**src/rtl/wb_pkg.sv**
```systemverilog
// Shared definitions for the write-back stage: control-bundle bit positions
// and the default datapath widths used by the register file and MEM/WB register.
package wb_pkg;

    localparam int WB_DATA_W = 16;
    localparam int WB_ADDR_W = 3;
    localparam int WB_CTRL_W = 3;

    localparam int CTRL_REG_WRITE = 0;
    localparam int CTRL_OUT_EN    = 1;
    localparam int CTRL_RSVD      = 2;

endpackage

```
**src/rtl/wb_out_fifo.sv**
```systemverilog
// Output-port FIFO: registered head, no fall-through, power-of-two depth with
// wrapping pointers and an explicit occupancy counter for full/empty.
module wb_out_fifo #(
    parameter int DATA_W    = 16,
    parameter int OUT_DEPTH = 4
) (
    input  logic                         clk,
    input  logic                         rst,
    input  logic                         push,
    input  logic                         pop,
    input  logic [DATA_W-1:0]            push_data,
    output logic [DATA_W-1:0]            head_data,
    output logic                         full,
    output logic                         empty,
    output logic [$clog2(OUT_DEPTH):0]   count
);

    localparam int PTR_W = $clog2(OUT_DEPTH);
    localparam int CNT_W = PTR_W + 1;

    logic [DATA_W-1:0] mem_q [OUT_DEPTH];
    logic [PTR_W-1:0]  wr_ptr_q, wr_ptr_d;
    logic [PTR_W-1:0]  rd_ptr_q, rd_ptr_d;
    logic [CNT_W-1:0]  count_q, count_d;
    logic              push_ok;
    logic              pop_ok;

    assign full      = (count_q == CNT_W'(OUT_DEPTH));
    assign empty     = (count_q == '0);
    assign count     = count_q;
    assign head_data = mem_q[rd_ptr_q];

    // Next pointer/occupancy; a push against a full FIFO is dropped, never bypassed.
    always_comb begin
        push_ok  = push & ~full;
        pop_ok   = pop & ~empty;
        wr_ptr_d = wr_ptr_q;
        rd_ptr_d = rd_ptr_q;
        count_d  = count_q;
        if (push_ok) wr_ptr_d = wr_ptr_q + PTR_W'(1);
        if (pop_ok)  rd_ptr_d = rd_ptr_q + PTR_W'(1);
        case ({push_ok, pop_ok})
            2'b10:   count_d = count_q + CNT_W'(1);
            2'b01:   count_d = count_q - CNT_W'(1);
            default: count_d = count_q;
        endcase
    end

    // Control state: reset discards all queued entries.
    always_ff @(posedge clk) begin
        if (rst) begin
            wr_ptr_q <= '0;
            rd_ptr_q <= '0;
            count_q  <= '0;
        end else begin
            wr_ptr_q <= wr_ptr_d;
            rd_ptr_q <= rd_ptr_d;
            count_q  <= count_d;
        end
    end

    // Storage array; contents are only meaningful while count is non-zero.
    always_ff @(posedge clk) begin
        if (push_ok) mem_q[wr_ptr_q] <= push_data;
    end

endmodule

```
**src/rtl/writeback_unit.sv**
```systemverilog
// Write-back stage: retires MEM/WB instructions into the register file and
// queues OUT values for the output device, stalling upstream when the queue is full.
module writeback_unit
    import wb_pkg::*;
#(
    parameter int DATA_W    = WB_DATA_W,
    parameter int ADDR_W    = WB_ADDR_W,
    parameter int CTRL_W    = WB_CTRL_W,
    parameter int OUT_DEPTH = 4
) (
    input  logic                         clk,
    input  logic                         rst,
    input  logic                         wb_valid_in,
    input  logic [CTRL_W-1:0]            ctrl_in,
    input  logic [DATA_W-1:0]            data_in,
    input  logic [ADDR_W-1:0]            addr_in,
    output logic                         reg_write,
    output logic [DATA_W-1:0]            write_data,
    output logic [ADDR_W-1:0]            write_addr,
    output logic                         wb_stall,
    output logic [DATA_W-1:0]            out_port_data,
    output logic                         out_port_valid,
    input  logic                         out_port_ready,
    output logic [DATA_W-1:0]            out_port_last,
    output logic [$clog2(OUT_DEPTH):0]   out_count
);

    logic              fifo_full;
    logic              fifo_empty;
    logic              accept;
    logic              push;
    logic              pop;
    logic [DATA_W-1:0] last_q, last_d;
    logic              unused_rsvd;

    // The reserved control bit carries no meaning in this stage.
    assign unused_rsvd = ctrl_in[CTRL_RSVD];

    assign write_data     = data_in;
    assign write_addr     = addr_in;
    assign out_port_valid = ~fifo_empty;
    assign out_port_last  = last_q;

    // Accept/stall decode; nothing retires and nothing stalls while in reset.
    always_comb begin
        wb_stall  = wb_valid_in & ctrl_in[CTRL_OUT_EN] & fifo_full & ~rst;
        accept    = wb_valid_in & ~wb_stall & ~rst;
        reg_write = accept & ctrl_in[CTRL_REG_WRITE];
        push      = accept & ctrl_in[CTRL_OUT_EN];
        pop       = out_port_valid & out_port_ready;
        last_d    = push ? data_in : last_q;
    end

    // Sticky copy of the most recently queued OUT value.
    always_ff @(posedge clk) begin
        if (rst) last_q <= '0;
        else     last_q <= last_d;
    end

    wb_out_fifo #(
        .DATA_W    (DATA_W),
        .OUT_DEPTH (OUT_DEPTH)
    ) u_out_fifo (
        .clk       (clk),
        .rst       (rst),
        .push      (push),
        .pop       (pop),
        .push_data (data_in),
        .head_data (out_port_data),
        .full      (fifo_full),
        .empty     (fifo_empty),
        .count     (out_count)
    );

endmodule

```
**config.mk**
```make
export PLATFORM = sky130hd
export DESIGN_NAME = writeback_unit
export DESIGN_NICKNAME = d
export VERILOG_FILES = /design/src/rtl/wb_pkg.sv /design/src/rtl/wb_out_fifo.sv /design/src/rtl/writeback_unit.sv
export SDC_FILE = /design/constraint.sdc
export NUM_CORES = 1
export LEC_CHECK = 0
export CORE_ASPECT_RATIO = 1.25
export CORE_MARGIN = 10
export CORE_UTILIZATION = 50
export CTS_CLUSTER_DIAMETER = 150
export DETAILED_ROUTE_END_ITERATION = 16
export GPL_TIMING_DRIVEN = 0
export PLACE_DENSITY = 0.8
export SYNTH_ARGS = -nofsm -noshare
export SYNTH_HDL_FRONTEND = slang
export SYNTH_HIERARCHICAL = 1
export SYNTH_SLANG_ARGS = --single-unit
```
**constraint.sdc**
```tcl
create_clock -name clk -period 3 [get_ports clk]
set_input_delay 0.6 -clock clk [delete_from_list [all_inputs] [get_ports clk]]
set_output_delay 0.6 -clock clk [all_outputs]
set_load 0.1 [all_outputs]
```
Word-level counts from Yosys, hierarchy flattened
Memory sizes are Yosys's and may differ from the RTL's. A register that Yosys moved wholly into a read port is not among the register bits.
Cells that the tools add are included.
{"block": "op_classes", "shifts": 0, "div": 0, "mux": 5, "magnitude_cmp": 0, "multipliers": 0, "bitwise_logic": 14, "n_eq_ne": 3, "reduce_logical": 2, "add_sub_neg": 4}
{"op": "$and 1x1->1", "n": 10}
{"op": "$pmux 3 s2", "n": 1}
{"op": "$add 2x1->2 const B", "n": 2}
{"op": "$mux 2", "n": 2}
{"op": "$not 1->1", "n": 4}
{"op": "$add 3x1->3 const B", "n": 1}
{"op": "$eq 3x3->1 const B", "n": 1}
{"op": "$logic_not 3->1", "n": 1}
{"op": "$sub 3x1->3 const B", "n": 1}
{"op": "$eq 2x1->1 const B", "n": 1}
{"op": "$eq 2x2->1 const B", "n": 1}
{"op": "$mux 1", "n": 2}
{"op": "$reduce_bool 2->1", "n": 1}
{"block": "word_totals", "out_inout_bits": 57, "mem_bits_rw": 64, "reg_bits": 23, "latch_bits": 0, "romBits": 0, "inputBits": 26, "n_memories": 1}
{"name": "u_out_fifo.mem_q", "depth": 4, "width": 16, "rd": 1, "rd_clocked_by_memory_dff": 1, "write_ports": 1, "line_no": "wb_out_fifo.sv:21", "text": "logic [DATA_W-1:0] mem_q [OUT_DEPTH];"}

Depth between registers and ports, before layout
{"block": "logic_depth", "depth_word": 10, "mapped_depth": 11, "depth_no_buf": 11}

Modules after synthesis
The synthesis kept the hierarchy.
{"module": "wb_out_fifo", "n_inst": 1, "cells_per_inst": 138, "seq_area_each_um2": 2102.0, "area_each_um2": 2821.5}
{"module": "writeback_unit", "n_inst": 1, "cells_per_inst": 95, "seq_area_each_um2": 320.3, "area_each_um2": 918.4}

Least setup slack after synthesis
No wires, ideal clock.
{"block": "synth_timing", "kind": "register to output", "startpoint": "register u_out_fifo.count_q[2], in the netlist u_out_fifo/count[2]", "endpoint": "output wb_stall", "t_arrival_ns": 3.706, "stages_incl_launch_ff": 4, "n_path_buf": 0, "t_required_ns": 2.400, "slack_ns": -1.306, "cell_sequence": "dfxtp_1 nor3b_2 nand2_1 nor3b_1"}
{"block": "synth_via", "elab_chain_len": 3}
{"element": "start, declared", "line_no": "wb_out_fifo.sv:24", "text": "logic [CNT_W-1:0] count_q, count_d;"}
{"element": "start signal, assigned", "line_no": "wb_out_fifo.sv:58", "text": "count_q <= count_d;"}
{"element": "$eq 3x3->1", "line_no": "wb_out_fifo.sv:28", "text": "assign full = (count_q == CNT_W'(OUT_DEPTH));"}
{"element": "net fifo_full", "line_no": "writeback_unit.sv:28", "text": "logic fifo_full;"}
{"element": "$and 1x1->1 (2 in a row)", "line_no": "writeback_unit.sv:46", "text": "wb_stall = wb_valid_in & ctrl_in[CTRL_OUT_EN] & fifo_full & ~rst;"}
{"element": "end, declared", "line_no": "writeback_unit.sv:20", "text": "output logic wb_stall,"}
The timed path passes the listed nets, and every way through them passes these cells.

==> impl_metrics.ini <==
[status]
outcome = finished, final reports clean

[floorplan]
core_area_um2 = 7310
num_io_pins = 83
die_area_um2 = 11400
initial_utilization_pct = 51.1
die_w_um = 97.4
die_h_um = 117
num_rows = 35

[pwr]
total_power_uw = 2770
power.leakage_uw = 0.00178
ir_drop_mv = 0.316
p_per_area_nw_per_um2 = 569

[worst_setup_path]
crit_arrival_ns = 2.31
end_kind = primary output
required_ns = 2.40
start_kind = register
crit_type = reg -> out
crit_fanout = 10

[sta]
drv_slew = 0
rsz0062_at_grt = false
final-hold-violation-count = 0
period_share_pct = 97.2
fin_ws_ns = 0.0854
hold_slack_ns = 0.477
fmax_mhz = 343
finalClockSkew_ns = 0.0104
setup_violations = 0
period_needed_ns = 2.91
worst_slew_pin_slew_ns = 1.01
slew_headroom_pct = 32.8

[yosys]
synth_top_family_by_area = multiplexers
synth_largest_area_cell = edfxtp_1
synth-xor-area-share_pct = 0.703
synth_ff_type = edfxtp_1
synth_top_area_share_pct = 51.4
synthCells = 233
synth_compound_area_share_pct = 1.14
synthMuxAreaShare_pct = 14.8
seq_area_frac_synth_pct = 64.8
synth_cell_type_count = 30
avgSynthCellArea_um2 = 16.1
yosys.area_share.simple_pct = 9.33
synth_nets = 265
syn_area_um2 = 3740
synth_edf_count = 64
synth-seq-cells = 89
ys_warn_count = 6
synthArstFlopShare_pct = 0
synth-adder-area-share_pct = 2.21
synthTopCellsByArea = edfxtp_1 (51%), dfxtp_1 (13%), mux4_2 (6.0%), nand2b_1 (5.7%), mux2i_1 (4.6%)

[detailed_routing]
drt_wl_total_mm = 7.72
firstDrtPassIters = 4
drc = 0
vias = 2116
antenna_left = 0
wl_per_cell_um = 18.4
vias_per_cell = 5.05
initialDrtViolationCount = 92

[clocking]
clock-sinks = 89
clk_pin_slew_worst_paths_ns = 0.09
cts_tree = done
ctsLongestPathBuffers = 2
htree_levels = 3
cts_root_buf = clkbuf_8
cts_inserted_buffers = 9
cts_setup_buffers = 0
clock_latency_ns = 0.35

[final_layout]
nFillCells = 553
antenna_cells = 0
layout-drive-gt1-share_pct = 17.7
seq_area_um2 = 2420
multi_input_area_um2 = 1060
finalNetCount = 354
syn_to_final_growth_pct = 30.3
fin_cells = 419

[hold_path]
min-delay-path-class = reg -> reg

[place]
dpl.hpwl_mm = 5.52
placedCellCount = 403
gp_congestion = 0.751
port_buffers = 78
pre_cts_ws_ns = -0.503

[grt]
gr-total-overflow = 0
track_usage_pct = 13.6
grt_pass1_vias = 2280
grt_antenna_before_repair = 0
grt_pass1_wl_mm = 12.0
grt_start_max_net_pins = 17

[run]
cap_viol_max_count = 0
where the power goes:
part | switching (uW) | internal [uW]
Sequential | 11.7 | 1340
Combinational | 327 | 119
Clock | 400 | 579
Total | 739 | 2030
worst paths after layout:
path | slack (ns) | cells after the start | end | from
hold reg to reg | 0.48 | 2 | out_port_last[14] | out_port_last[14]
setup reg to reg | 0.43 | 11 | u_out_fifo/count[2] | u_out_fifo/count[1]
setup / recovery | 0.09 | 4 | out_port_data[2] | register
hold / removal | 0.48 | 2 | out_port_last[14] | out_port_last[14]
cell usage after synthesis (all sizes together) (2+ instances only):
| master | n |
|---|---|
| a21oi | 4 |
| and2 | 4 |
| buf | 26 |
| clkbuf | 3 |
| dfxtp | 25 |
| edfxtp | 64 |
| ha | 5 |
| inv | 9 |
| mux2i | 17 |
| mux4 | 16 |
| nand2 | 2 |
| nand2b | 34 |
| nor2 | 6 |
| nor3b | 2 |
| o21ai | 3 |
| or3 | 3 |
| xor2 | 3 |
per-stage QoR:
step	util [%]	cell area, um2	TNS, ns
6_report	66.6	4870	0
5_1_grt	66.6	4870	0
4_1_cts	66.5	4860	0
3_5_place_dp	63.6	4650	-23.52
3_3_place_gp	63.6	4650	-21.33
2_1_floorplan	-	3750	0
cell type report:
type	count	share of cell area, %
inverter	9	0.693
sequential	89	49.7
clock buffer	10	2.82
multi-input combinational	106	21.8
timing repair buffer	78	15.5
clock inverter	6	2.31
tap	92	2.36
buffer	29	4.75
layout by cell type, fill, tap and decap left out, drive strengths merged:
| master | count |
|---|---|
| and4b | 1 |
| clkdlybuf4s50 | 43 |
| clkinv | 2 |
| and3b | 1 |
| xor2 | 3 |
| clkbuf | 13 |
| and2 | 4 |
| nor2 | 6 |
| inv | 10 |
| mux2i | 17 |
| nor3b | 2 |
| fa | 1 |
| o31ai | 1 |
| ha | 5 |
| or3 | 3 |
| mux4 | 16 |
| dfxtp | 25 |
| nand2 | 2 |
| a21oi | 4 |
| bufinv | 3 |
| dlymetal6s2s | 3 |
| edfxtp | 64 |
| and4bb | 1 |
| buf | 26 |
| nor2b | 1 |
| o21ai | 3 |
| nand2b | 34 |
| dlygate4sd2 | 29 |
| nor3 | 1 |
| clkdlybuf4s15 | 3 |
logic make-up (layout without fill, tap and decap cells):
family	after synthesis	count (layout)
AOI/OAI and AO/OA	8	8
xor gates and xnor gates	3	3
adders and majority gates	6	6
buffers and inverters	38	132
DFF	89	89
muxes	33	33
and+or+nand+nor	56	56
what timing repair did:
action | CTS | global route
gates cloned | 0 | 0
endpoints found under the setup margin | 33 | 69
gates resized for setup | 37 | 4
hold buffers | 0 | 0
metal layers:
metal / global-route usage [%] / part of all wire [%] / vias to the layer above
met1: 14.8 / 40 / 1036
met2: 23.7 / 52 / 60
met5: 0 / 0 / -
li1: - / - / 1007
met4: 6.50 / 2.0 / 0
met3: 4.32 / 6.0 / 13
worst max-delay path: stages (launching register included):
cell	delay (ns)
dfxtp_1	0.31
buf_2	0.20
buf_2	0.33
mux4_2	0.27
dlygate4sd2_1	0.86
sequential cells by signal (all words and copies together) (netlist names), named ones only:
register	cells
u_out_fifo/wr_ptr_q	2
u_out_fifo/rd_ptr_q	2
u_out_fifo/mem_q	64
out_port_last	16
u_out_fifo/count	3
Power figures use the tool's default switching activity.
